File: src/rtl/road_request_collector_pkg.sv
// Shared definitions for the road request collector: road indices, the
// per-road load FSM encoding and counter widths.
package road_request_collector_pkg;

  localparam int NUM_ROADS = 4;

  // Road index constants (bit position in every 4-bit road vector).
  localparam logic [1:0] ROAD_D = 2'd0;
  localparam logic [1:0] ROAD_U = 2'd1;
  localparam logic [1:0] ROAD_L = 2'd2;
  localparam logic [1:0] ROAD_R = 2'd3;

  // Counter widths: debounce counter and cooldown/age counters.
  localparam int DEB_W = 4;
  localparam int CNT_W = 8;

  // Per-road load request FSM.
  typedef enum logic [1:0] {
    ST_IDLE     = 2'd0,
    ST_ARMING   = 2'd1,
    ST_PENDING  = 2'd2,
    ST_COOLDOWN = 2'd3
  } load_state_e;

endpackage

File: src/rtl/road_request_collector_if.sv
// Bus between the sensor front end / signal controller and the collector.
// Handshake: served_valid is a one-cycle strobe qualified by served_road; there
// is no ready -- the collector always accepts a service strobe on the edge it
// is presented, and served_road is ignored whenever served_valid is low.
interface road_request_collector_if;
  import road_request_collector_pkg::*;

  logic [3:0] sense_load;
  logic [3:0] sense_emer;
  logic       served_valid;
  logic [1:0] served_road;
  logic [3:0] p_req;
  logic [3:0] e_req;
  logic [3:0] ack;
  logic [3:0] starve;
  // Packed per-road FSM states, road i in bits [2i+1:2i].
  logic [2*NUM_ROADS-1:0] dbg_state;

  // Driver side: sensors and controller.
  modport master (
    output sense_load, sense_emer, served_valid, served_road,
    input  p_req, e_req, ack, starve, dbg_state
  );

  // Collector side.
  modport slave (
    input  sense_load, sense_emer, served_valid, served_road,
    output p_req, e_req, ack, starve, dbg_state
  );
endinterface

File: src/rtl/road_request_collector_slot.sv
// One road: debounced load request FSM with cooldown, wait-age counter,
// emergency latch and service acknowledge.
module road_request_slot
  import road_request_collector_pkg::*;
#(
  parameter int DEBOUNCE = 4,
  parameter int COOLDOWN = 8,
  parameter int AGE_MAX  = 200
) (
  input  logic        i_clk,
  input  logic        i_rst,
  input  logic        i_sense_load,
  input  logic        i_sense_emer,
  input  logic        i_served,
  output logic        o_p_req,
  output logic        o_e_req,
  output logic        o_ack,
  output logic        o_starve,
  output load_state_e o_state
);

  // Last debounce count value before PENDING, last cooldown count value
  // before IDLE, and the age saturation point.
  localparam logic [DEB_W-1:0] DEB_LAST  = DEB_W'(DEBOUNCE - 1);
  localparam logic [CNT_W-1:0] COOL_LAST = CNT_W'(COOLDOWN - 1);
  localparam logic [CNT_W-1:0] AGE_SAT   = CNT_W'(AGE_MAX);

  load_state_e      r_state, w_state_nxt;
  logic [DEB_W-1:0] r_deb,   w_deb_nxt;
  logic [CNT_W-1:0] r_cool,  w_cool_nxt;
  logic [CNT_W-1:0] r_age,   w_age_nxt;
  logic             r_emer,  w_emer_nxt;
  logic             r_ack,   w_ack_nxt;

  // Next-state logic for the load FSM, its counters, emergency latch and ack.
  always_comb begin
    w_state_nxt = r_state;
    w_deb_nxt   = r_deb;
    w_cool_nxt  = r_cool;
    w_age_nxt   = r_age;
    // Service clears the emergency latch; clear wins over a new sample.
    w_emer_nxt  = i_served ? 1'b0 : (r_emer | i_sense_emer);
    // Ack only when the service actually cleared something.
    w_ack_nxt   = i_served & ((r_state == ST_PENDING) | r_emer);

    case (r_state)
      ST_IDLE: begin
        if (i_sense_load) begin
          if (DEBOUNCE == 1) begin
            w_state_nxt = ST_PENDING;
            w_deb_nxt   = '0;
            w_age_nxt   = '0;
          end else begin
            w_state_nxt = ST_ARMING;
            w_deb_nxt   = DEB_W'(1);
          end
        end
      end
      ST_ARMING: begin
        if (!i_sense_load) begin
          w_state_nxt = ST_IDLE;
          w_deb_nxt   = '0;
        end else if (r_deb == DEB_LAST) begin
          w_state_nxt = ST_PENDING;
          w_deb_nxt   = '0;
          w_age_nxt   = '0;
        end else begin
          w_deb_nxt = r_deb + DEB_W'(1);
        end
      end
      ST_PENDING: begin
        if (i_served) begin
          w_state_nxt = (COOLDOWN == 0) ? ST_IDLE : ST_COOLDOWN;
          w_cool_nxt  = '0;
          w_age_nxt   = '0;
        end else if (r_age != AGE_SAT) begin
          w_age_nxt = r_age + CNT_W'(1);
        end
      end
      ST_COOLDOWN: begin
        // Sensor ignored until the cooldown window has elapsed.
        if (r_cool == COOL_LAST) begin
          w_state_nxt = ST_IDLE;
          w_cool_nxt  = '0;
        end else begin
          w_cool_nxt = r_cool + CNT_W'(1);
        end
      end
      default: begin
        w_state_nxt = ST_IDLE;
      end
    endcase
  end

  // State and counter registers with synchronous reset.
  always_ff @(posedge i_clk) begin
    if (i_rst) begin
      r_state <= ST_IDLE;
      r_deb   <= '0;
      r_cool  <= '0;
      r_age   <= '0;
      r_emer  <= 1'b0;
      r_ack   <= 1'b0;
    end else begin
      r_state <= w_state_nxt;
      r_deb   <= w_deb_nxt;
      r_cool  <= w_cool_nxt;
      r_age   <= w_age_nxt;
      r_emer  <= w_emer_nxt;
      r_ack   <= w_ack_nxt;
    end
  end

  assign o_p_req  = (r_state == ST_PENDING);
  assign o_e_req  = r_emer;
  assign o_ack    = r_ack;
  assign o_starve = (r_state == ST_PENDING) && (r_age >= AGE_SAT);
  assign o_state  = r_state;

endmodule

File: src/rtl/road_request_collector.sv
// Collects debounced load requests and emergency requests from four roads
// and presents them to the signal controller; decodes service strobes.
module road_request_collector
  import road_request_collector_pkg::*;
#(
  parameter int DEBOUNCE = 4,
  parameter int COOLDOWN = 8,
  parameter int AGE_MAX  = 200
) (
  input logic                     clk,
  input logic                     rst,
  road_request_collector_if.slave bus
);

  logic [NUM_ROADS-1:0] w_served;
  logic [NUM_ROADS-1:0] w_p_req;
  logic [NUM_ROADS-1:0] w_e_req;
  logic [NUM_ROADS-1:0] w_ack;
  logic [NUM_ROADS-1:0] w_starve;
  load_state_e          w_state [NUM_ROADS];

  for (genvar g = 0; g < NUM_ROADS; g++) begin : g_road
    // Service strobe decoded to the one road it names.
    assign w_served[g] = bus.served_valid && (bus.served_road == 2'(g));

    road_request_slot #(
      .DEBOUNCE (DEBOUNCE),
      .COOLDOWN (COOLDOWN),
      .AGE_MAX  (AGE_MAX)
    ) u_slot (
      .i_clk        (clk),
      .i_rst        (rst),
      .i_sense_load (bus.sense_load[g]),
      .i_sense_emer (bus.sense_emer[g]),
      .i_served     (w_served[g]),
      .o_p_req      (w_p_req[g]),
      .o_e_req      (w_e_req[g]),
      .o_ack        (w_ack[g]),
      .o_starve     (w_starve[g]),
      .o_state      (w_state[g])
    );
  end

  assign bus.p_req     = w_p_req;
  assign bus.e_req     = w_e_req;
  assign bus.ack       = w_ack;
  assign bus.starve    = w_starve;
  assign bus.dbg_state = {w_state[ROAD_R], w_state[ROAD_L],
                          w_state[ROAD_U], w_state[ROAD_D]};

endmodule

File: src/flat_wrapper.sv
// flat-port wrapper written by rule: the top's interface ports become plain ports
module road_request_collector_flat import road_request_collector_pkg::*;
#(
  parameter int DEBOUNCE = 4,
  parameter int COOLDOWN = 8,
  parameter int AGE_MAX  = 200
)
  (clk, rst, bus_sense_load, bus_sense_emer, bus_served_valid, bus_served_road, bus_p_req, bus_e_req, bus_ack, bus_starve, bus_dbg_state);
  road_request_collector_if bus_i ();
  input logic clk;
  input logic rst;
  input wire logic [$bits(bus_i.sense_load)-1:0] bus_sense_load;
  input wire logic [$bits(bus_i.sense_emer)-1:0] bus_sense_emer;
  input wire logic [$bits(bus_i.served_valid)-1:0] bus_served_valid;
  input wire logic [$bits(bus_i.served_road)-1:0] bus_served_road;
  output wire logic [$bits(bus_i.p_req)-1:0] bus_p_req;
  output wire logic [$bits(bus_i.e_req)-1:0] bus_e_req;
  output wire logic [$bits(bus_i.ack)-1:0] bus_ack;
  output wire logic [$bits(bus_i.starve)-1:0] bus_starve;
  output wire logic [$bits(bus_i.dbg_state)-1:0] bus_dbg_state;
  assign bus_i.sense_load = bus_sense_load;
  assign bus_i.sense_emer = bus_sense_emer;
  assign bus_i.served_valid = bus_served_valid;
  assign bus_i.served_road = bus_served_road;
  assign bus_p_req = bus_i.p_req;
  assign bus_e_req = bus_i.e_req;
  assign bus_ack = bus_i.ack;
  assign bus_starve = bus_i.starve;
  assign bus_dbg_state = bus_i.dbg_state;
  road_request_collector #(.DEBOUNCE(DEBOUNCE), .COOLDOWN(COOLDOWN), .AGE_MAX(AGE_MAX)) u_core (.clk(clk), .rst(rst), .bus(bus_i));
endmodule
File: config.mk
export PLATFORM = sky130hd
export DESIGN_NAME = road_request_collector_flat
export DESIGN_NICKNAME = d
export VERILOG_FILES = /design/src/rtl/road_request_collector_pkg.sv /design/src/rtl/road_request_collector_if.sv /design/src/rtl/road_request_collector_slot.sv /design/src/rtl/road_request_collector.sv /design/src/flat_wrapper.sv
export SDC_FILE = /design/constraint.sdc
export NUM_CORES = 1
export LEC_CHECK = 0
export CORE_ASPECT_RATIO = 0.7
export CORE_MARGIN = 4
export CORE_UTILIZATION = 59
export CTS_CLUSTER_SIZE = 12
export DETAILED_ROUTE_END_ITERATION = 8
export PLACE_DENSITY_LB_ADDON = 0.05
export SYNTH_ARGS = -nofsm -noshare
export SYNTH_HDL_FRONTEND = slang
export SYNTH_SLANG_ARGS = --single-unit
export TNS_END_PERCENT = 1
File: constraint.sdc
create_clock -name clk -period 2.2 [get_ports clk]
set_input_delay 0.44 -clock clk [delete_from_list [all_inputs] [get_ports clk]]
set_output_delay 0.44 -clock clk [all_outputs]
set_load 0.1 [all_outputs]
### Word level (Yosys, flattened, before mapping)

Cells that the tools add are included.
W data, S select, Z words.

* equality and inequality tests: 55
* mux-type cells: 72
* bitwise operators: 12
* $lt $le $gt $ge: 4
* reductions and logical operators: 45
* add/subtract/negate cells: 12

Operators by type and width (number)
* $mux W8: 24
* $pmux W8 S2: 8
* $add A8 B1 Y8 const B: 8
* $mux W4: 12
* $mux W2: 20
* $ne A2 B2 Y1 const B: 20
* $eq A8 B3 Y1 const B: 4
* $ge A8 B8 Y1 const B: 4
* $ne A8 B8 Y1 const B: 4
* $pmux W2 S4: 4
* $pmux W4 S2: 4
* $reduce_and A4 Y1: 8
* $reduce_bool A2 Y1: 12
* $eq A2 B2 Y1 const B: 10
* $add A4 B1 Y4 const B: 4
* $eq A4 B2 Y1 const B: 4
* $reduce_and A2 Y1: 8
* $ne A3 B2 Y1 const B: 4
* $ne A3 B3 Y1 const B: 4
* $eq A2 B1 Y1 const B: 5
* $logic_not A2 Y1: 5
* $logic_and A1 B1 Y1: 8
* $or A1 B1 Y1: 8
* $reduce_or A2 Y1: 4
* $and A1 B1 Y1: 4

* register bits: 96
* word-level logic and storage cells: 224

### Depth between registers and ports, before layout

* depth in word-level cells: 4
* depth in mapped cells: 7
* depth with buffers taken out: 6

### Hierarchy

Synthesis repeated with hierarchy kept, for this count alone.

* cells, all modules: 612
* area total of the unflattened synthesis: 5375.2 µm²

Modules (own cells, without submodules)
* road_request_slot at u_core.g_road[0].u_slot ...: cells each 150, times used 3, area an instance 1338.8 µm²
* road_request_slot at u_core.g_road[3].u_slot: cells each 158, times used 1, area an instance 1321.3 µm²
* road_request_collector: cells each 4, times used 1, area an instance 37.5 µm²

### Least setup slack after synthesis

No wires, ideal clock.

* path type: register to register
* start point: register with a tool-made name
* end point: register u_core.g_road[1].u_slot.r_cool[6]
* data required time: 2.126 ns
* library setup time: 0.074 ns
* path slack: -0.112 ns
* arrival time: 2.237 ns
* path buffers: 1
* stages on the path, launching flop included: 6
* cells stage by stage: dfxtp_1 -> buf_2 -> inv_1 -> a211oi_1 -> or3b_2 -> a31oi_1

RTL lines
* end signal, assigned: RTL line road_request_collector_slot.sv:107 `r_cool <= w_cool_nxt;`
* end, declared: RTL line road_request_collector_slot.sv:30 `logic [CNT_W-1:0] r_cool, w_cool_nxt;`

### Worst setup path after layout

* start point: register u_core.g_road[2].u_slot.r_state[0]
* end point: output port bus_starve[2]

* word-level cells in the longest chain between the ends: 2

RTL lines
* start, declared: RTL line road_request_collector_slot.sv:28 `load_state_e r_state, w_state_nxt;`
* start signal, assigned: RTL line road_request_collector_slot.sv:105 `r_state <= w_state_nxt;`
* $eq A2 B2 Y1: RTL line road_request_collector_slot.sv:117 `assign o_starve = (r_state == ST_PENDING) && (r_age >= AGE_SAT);`
* $logic_and A1 B1 Y1: RTL line road_request_collector_slot.sv:117
* end, declared: RTL line flat_wrapper.sv:19 `output wire logic [$bits(bus_i.starve)-1:0] bus_starve;`

No other way between the ends.

==> run metrics <==
outcome complete, no violations; MaxCap Viol Count 0; power per standard cell area around 610 nW/um^2; Clock Skews 7.31 ps; vias in the first global route 4514; EDFF count, synth 0; die height 87.2 um; final core utilization 73.3%; CTS tree done; DR pass1 iterations 6; Clock Root Buffer clkbuf_16; CP max stage delay 390 ps; largest net degree at the start of global routing 35; Initial Utilization 61.6%; final hold violation count 0; total number of vias 5031; CTS H-tree lvls 3; P&R area growth vs syn 19.0%; Finish-stage setup viols 0; # DRC 0; number of inserted diodes 0; sequential power share 46.9%; share of layout cells above drive strength 1 15.0%; Nets 710; FMAX 0.486 GHz; Final ANT Viol Nets 0; WL/cell 15.7 um; Worst-Margin Slew 659 ps; post-synthesis instance area 5280 um^2; post-layout min period 2060 ps; final WL 12600 um; async set-reset flop share out of synthesis 0%; sum of buffers and inverters on the critical path 1; Top delay family on crit path simple AND/OR/NAND/NOR gates; critical path's slowest cell nor2b_1; Clk Latency, worst-skew pair between 300 and 400 ps; 1st-iter DRT viols 455; Clk network pwr share 44.3%; Fillers 653; Worst Setup End Kind output port; Die Wd between 100 and 150 um; Critical Path, Cell by Cell nor2b_1 -> and4b_1 -> buf_12; clock slew at reported path FFs 60 ps; RSZ-0062 raised after global routing false; dominant synthesized flop cell dfxtp_1; Switching Share 23.9%; post-cts repair resize count 0; Worst Path Max Fanout 8; CTS Buf Count 9; sequential cell area fraction in the yosys report 36.4%; port buffer count 36; Yosys reg bits 96; cell internal pwr between 2 and 3 mW; yosys warns 0; die area 10600 um^2; Power Total 3.82 mW; commonest non-fill, non-tap cells in the layout 94 x dfxtp_1, 52 x buf_4, 50 x nor2_1; gpl congestion 0.815; global-route wire length before repair 21300 um; Top Ports 37; net count after synthesis about 660; antenna violations before repair 0; GRT overflow 0; Switch Pwr 914 uW; post-synth cell types 68; Worst Hold Margin 491 ps; WS Path Type reg -> out; Final period util 93.6%; WP data required 1760 ps; Static Leak roughly 2.2 nW; startpoint types register; cells after synthesis 630; worst min-delay path category reg -> reg; syn_area_per_cell 8.39 um^2; Arr. time, crit path 1620 ps; Num Clock Sinks between 90 and 100; Slew headroom 55.9%; buffers inserted by post-CTS timing repair 0; CTS Buffer Depth 2; most common cell after layout, fill and taps aside dfxtp_1; Core Box Area 8580 um^2; row cnt 28; post-DP HPWL about 9000 um; CTS Hold Bufs 0; Peak VDD IR 525 uV; DP Area 5960 um^2; design area approximately 6300 um^2; setup slack after layout 141 ps; GRT Resource Usage Total between 20% and 30%; Post-Place Worst Slack -24.6 ps; Logic pwr share 8.7%; vias per cell 6.27; Max Slew Vio Count 0
power groups by stage:
stage | clock [mW] | sequential [mW] | combinational (mW)
2_1_floorplan | 0 | 1.86 | 0.181
3_3_place_gp | 0 | 1.83 | 0.325
3_5_place_dp | 0 | 1.83 | 0.331
4_1_cts | 1.71 | 1.79 | 0.332
5_1_grt | 1.80 | 1.79 | 0.355
6_report | 1.69 | 1.79 | 0.333
kinds of logic after synthesis:
family          synth area share, %
fa+ha+maj                      4.74
simple gates                   28.0
buf+inv                        6.35
compound gates                 21.5
flops                          36.4
mux                            1.75
xor+xnor                       1.33
registers in the layout (all words and copies together) (netlist names), named ones only:
name and cells:
u_core.g_road.u_slot.r_age 32, u_core.g_road.u_slot.r_cool 32, u_core.g_road.u_slot.r_deb 16, u_core.g_road.u_slot.o_ack 4, u_core.g_road.u_slot.o_e_req 4, u_core.g_road.u_slot.o_state 4
worst paths after layout:
kind / start / slack [ps] / to / cells after the start
max: u_core.g_road[2].u_slot.o_state[0] / 140 / bus_starve[2] / 3
min: u_core.g_road[1].u_slot.o_e_req / 490 / u_core.g_road[1].u_slot.o_e_req / 2
max reg2reg: u_core.g_road[0].u_slot.r_deb[0] / 170 / u_core.g_road[0].u_slot.r_age[7] / 6
min reg2reg: u_core.g_road[1].u_slot.o_e_req / 490 / u_core.g_road[1].u_slot.o_e_req / 2
through the flow:
step | instances | TNS [ps]
3_5_place_dp | 786 | -42.4
2_1_floorplan | 630 | -355
4_1_cts | 802 | 0
6_report | 802 | 0
3_3_place_gp | 786 | 0
5_1_grt | 802 | 0
final cells by class:
class,count,area (um^2),area share (%)
repair buffers,77,766,12.2
well taps,120,150,2.39
flip-flops and latches,96,1920,30.6
clock inverters,5,80.1,1.27
multi-input cells,467,3030,48.1
inverters,26,97.6,1.55
clock buffers,11,243,3.86
metal layers:
layer  part of all wire [%]  vias to the layer above  wire, um  track usage, %
li1                       -                     2440         -               -
met1                     48                     2397      6050            33.1
met2                     45                      172      5720            38.8
met3                    5.2                       22       655            6.95
met4                    1.3                        0       162            6.48
met5                      0                        -         0               0
synth_stat cells, drive strengths merged (4+ instances only):
master | n | area [um^2]
a211oi | 6 | 50.1
a21oi | 46 | 230
a22oi | 6 | 45.0
a311oi | 16 | 140
a31oi | 8 | 56.3
a32oi | 5 | 43.8
a41oi | 8 | 70.1
and2 | 5 | 31.3
and3 | 10 | 62.6
and3b | 6 | 52.6
buf | 30 | 196
clkbuf | 11 | 41.3
dfxtp | 96 | 1920
ha | 20 | 250
inv | 26 | 97.6
mux2i | 7 | 70.1
nand2 | 43 | 161
nand2b | 7 | 53.8
nand3 | 39 | 195
nand3b | 5 | 37.5
nand4 | 9 | 56.3
nand4bb | 4 | 45.0
nor2 | 51 | 194
nor2b | 10 | 62.6
nor3 | 20 | 100
nor3b | 7 | 78.8
nor4 | 4 | 55.1
o21ai | 46 | 230
o31ai | 10 | 75.1
or3 | 13 | 82.6
or4 | 11 | 83.8
xor2 | 8 | 70.1
tightest hold or removal path, cell delays in order (launching register included):
cell and delay, ps:
dfxtp_1 320, nor2_1 80, nor3_1 50
(Power assumes the default switching activity.)
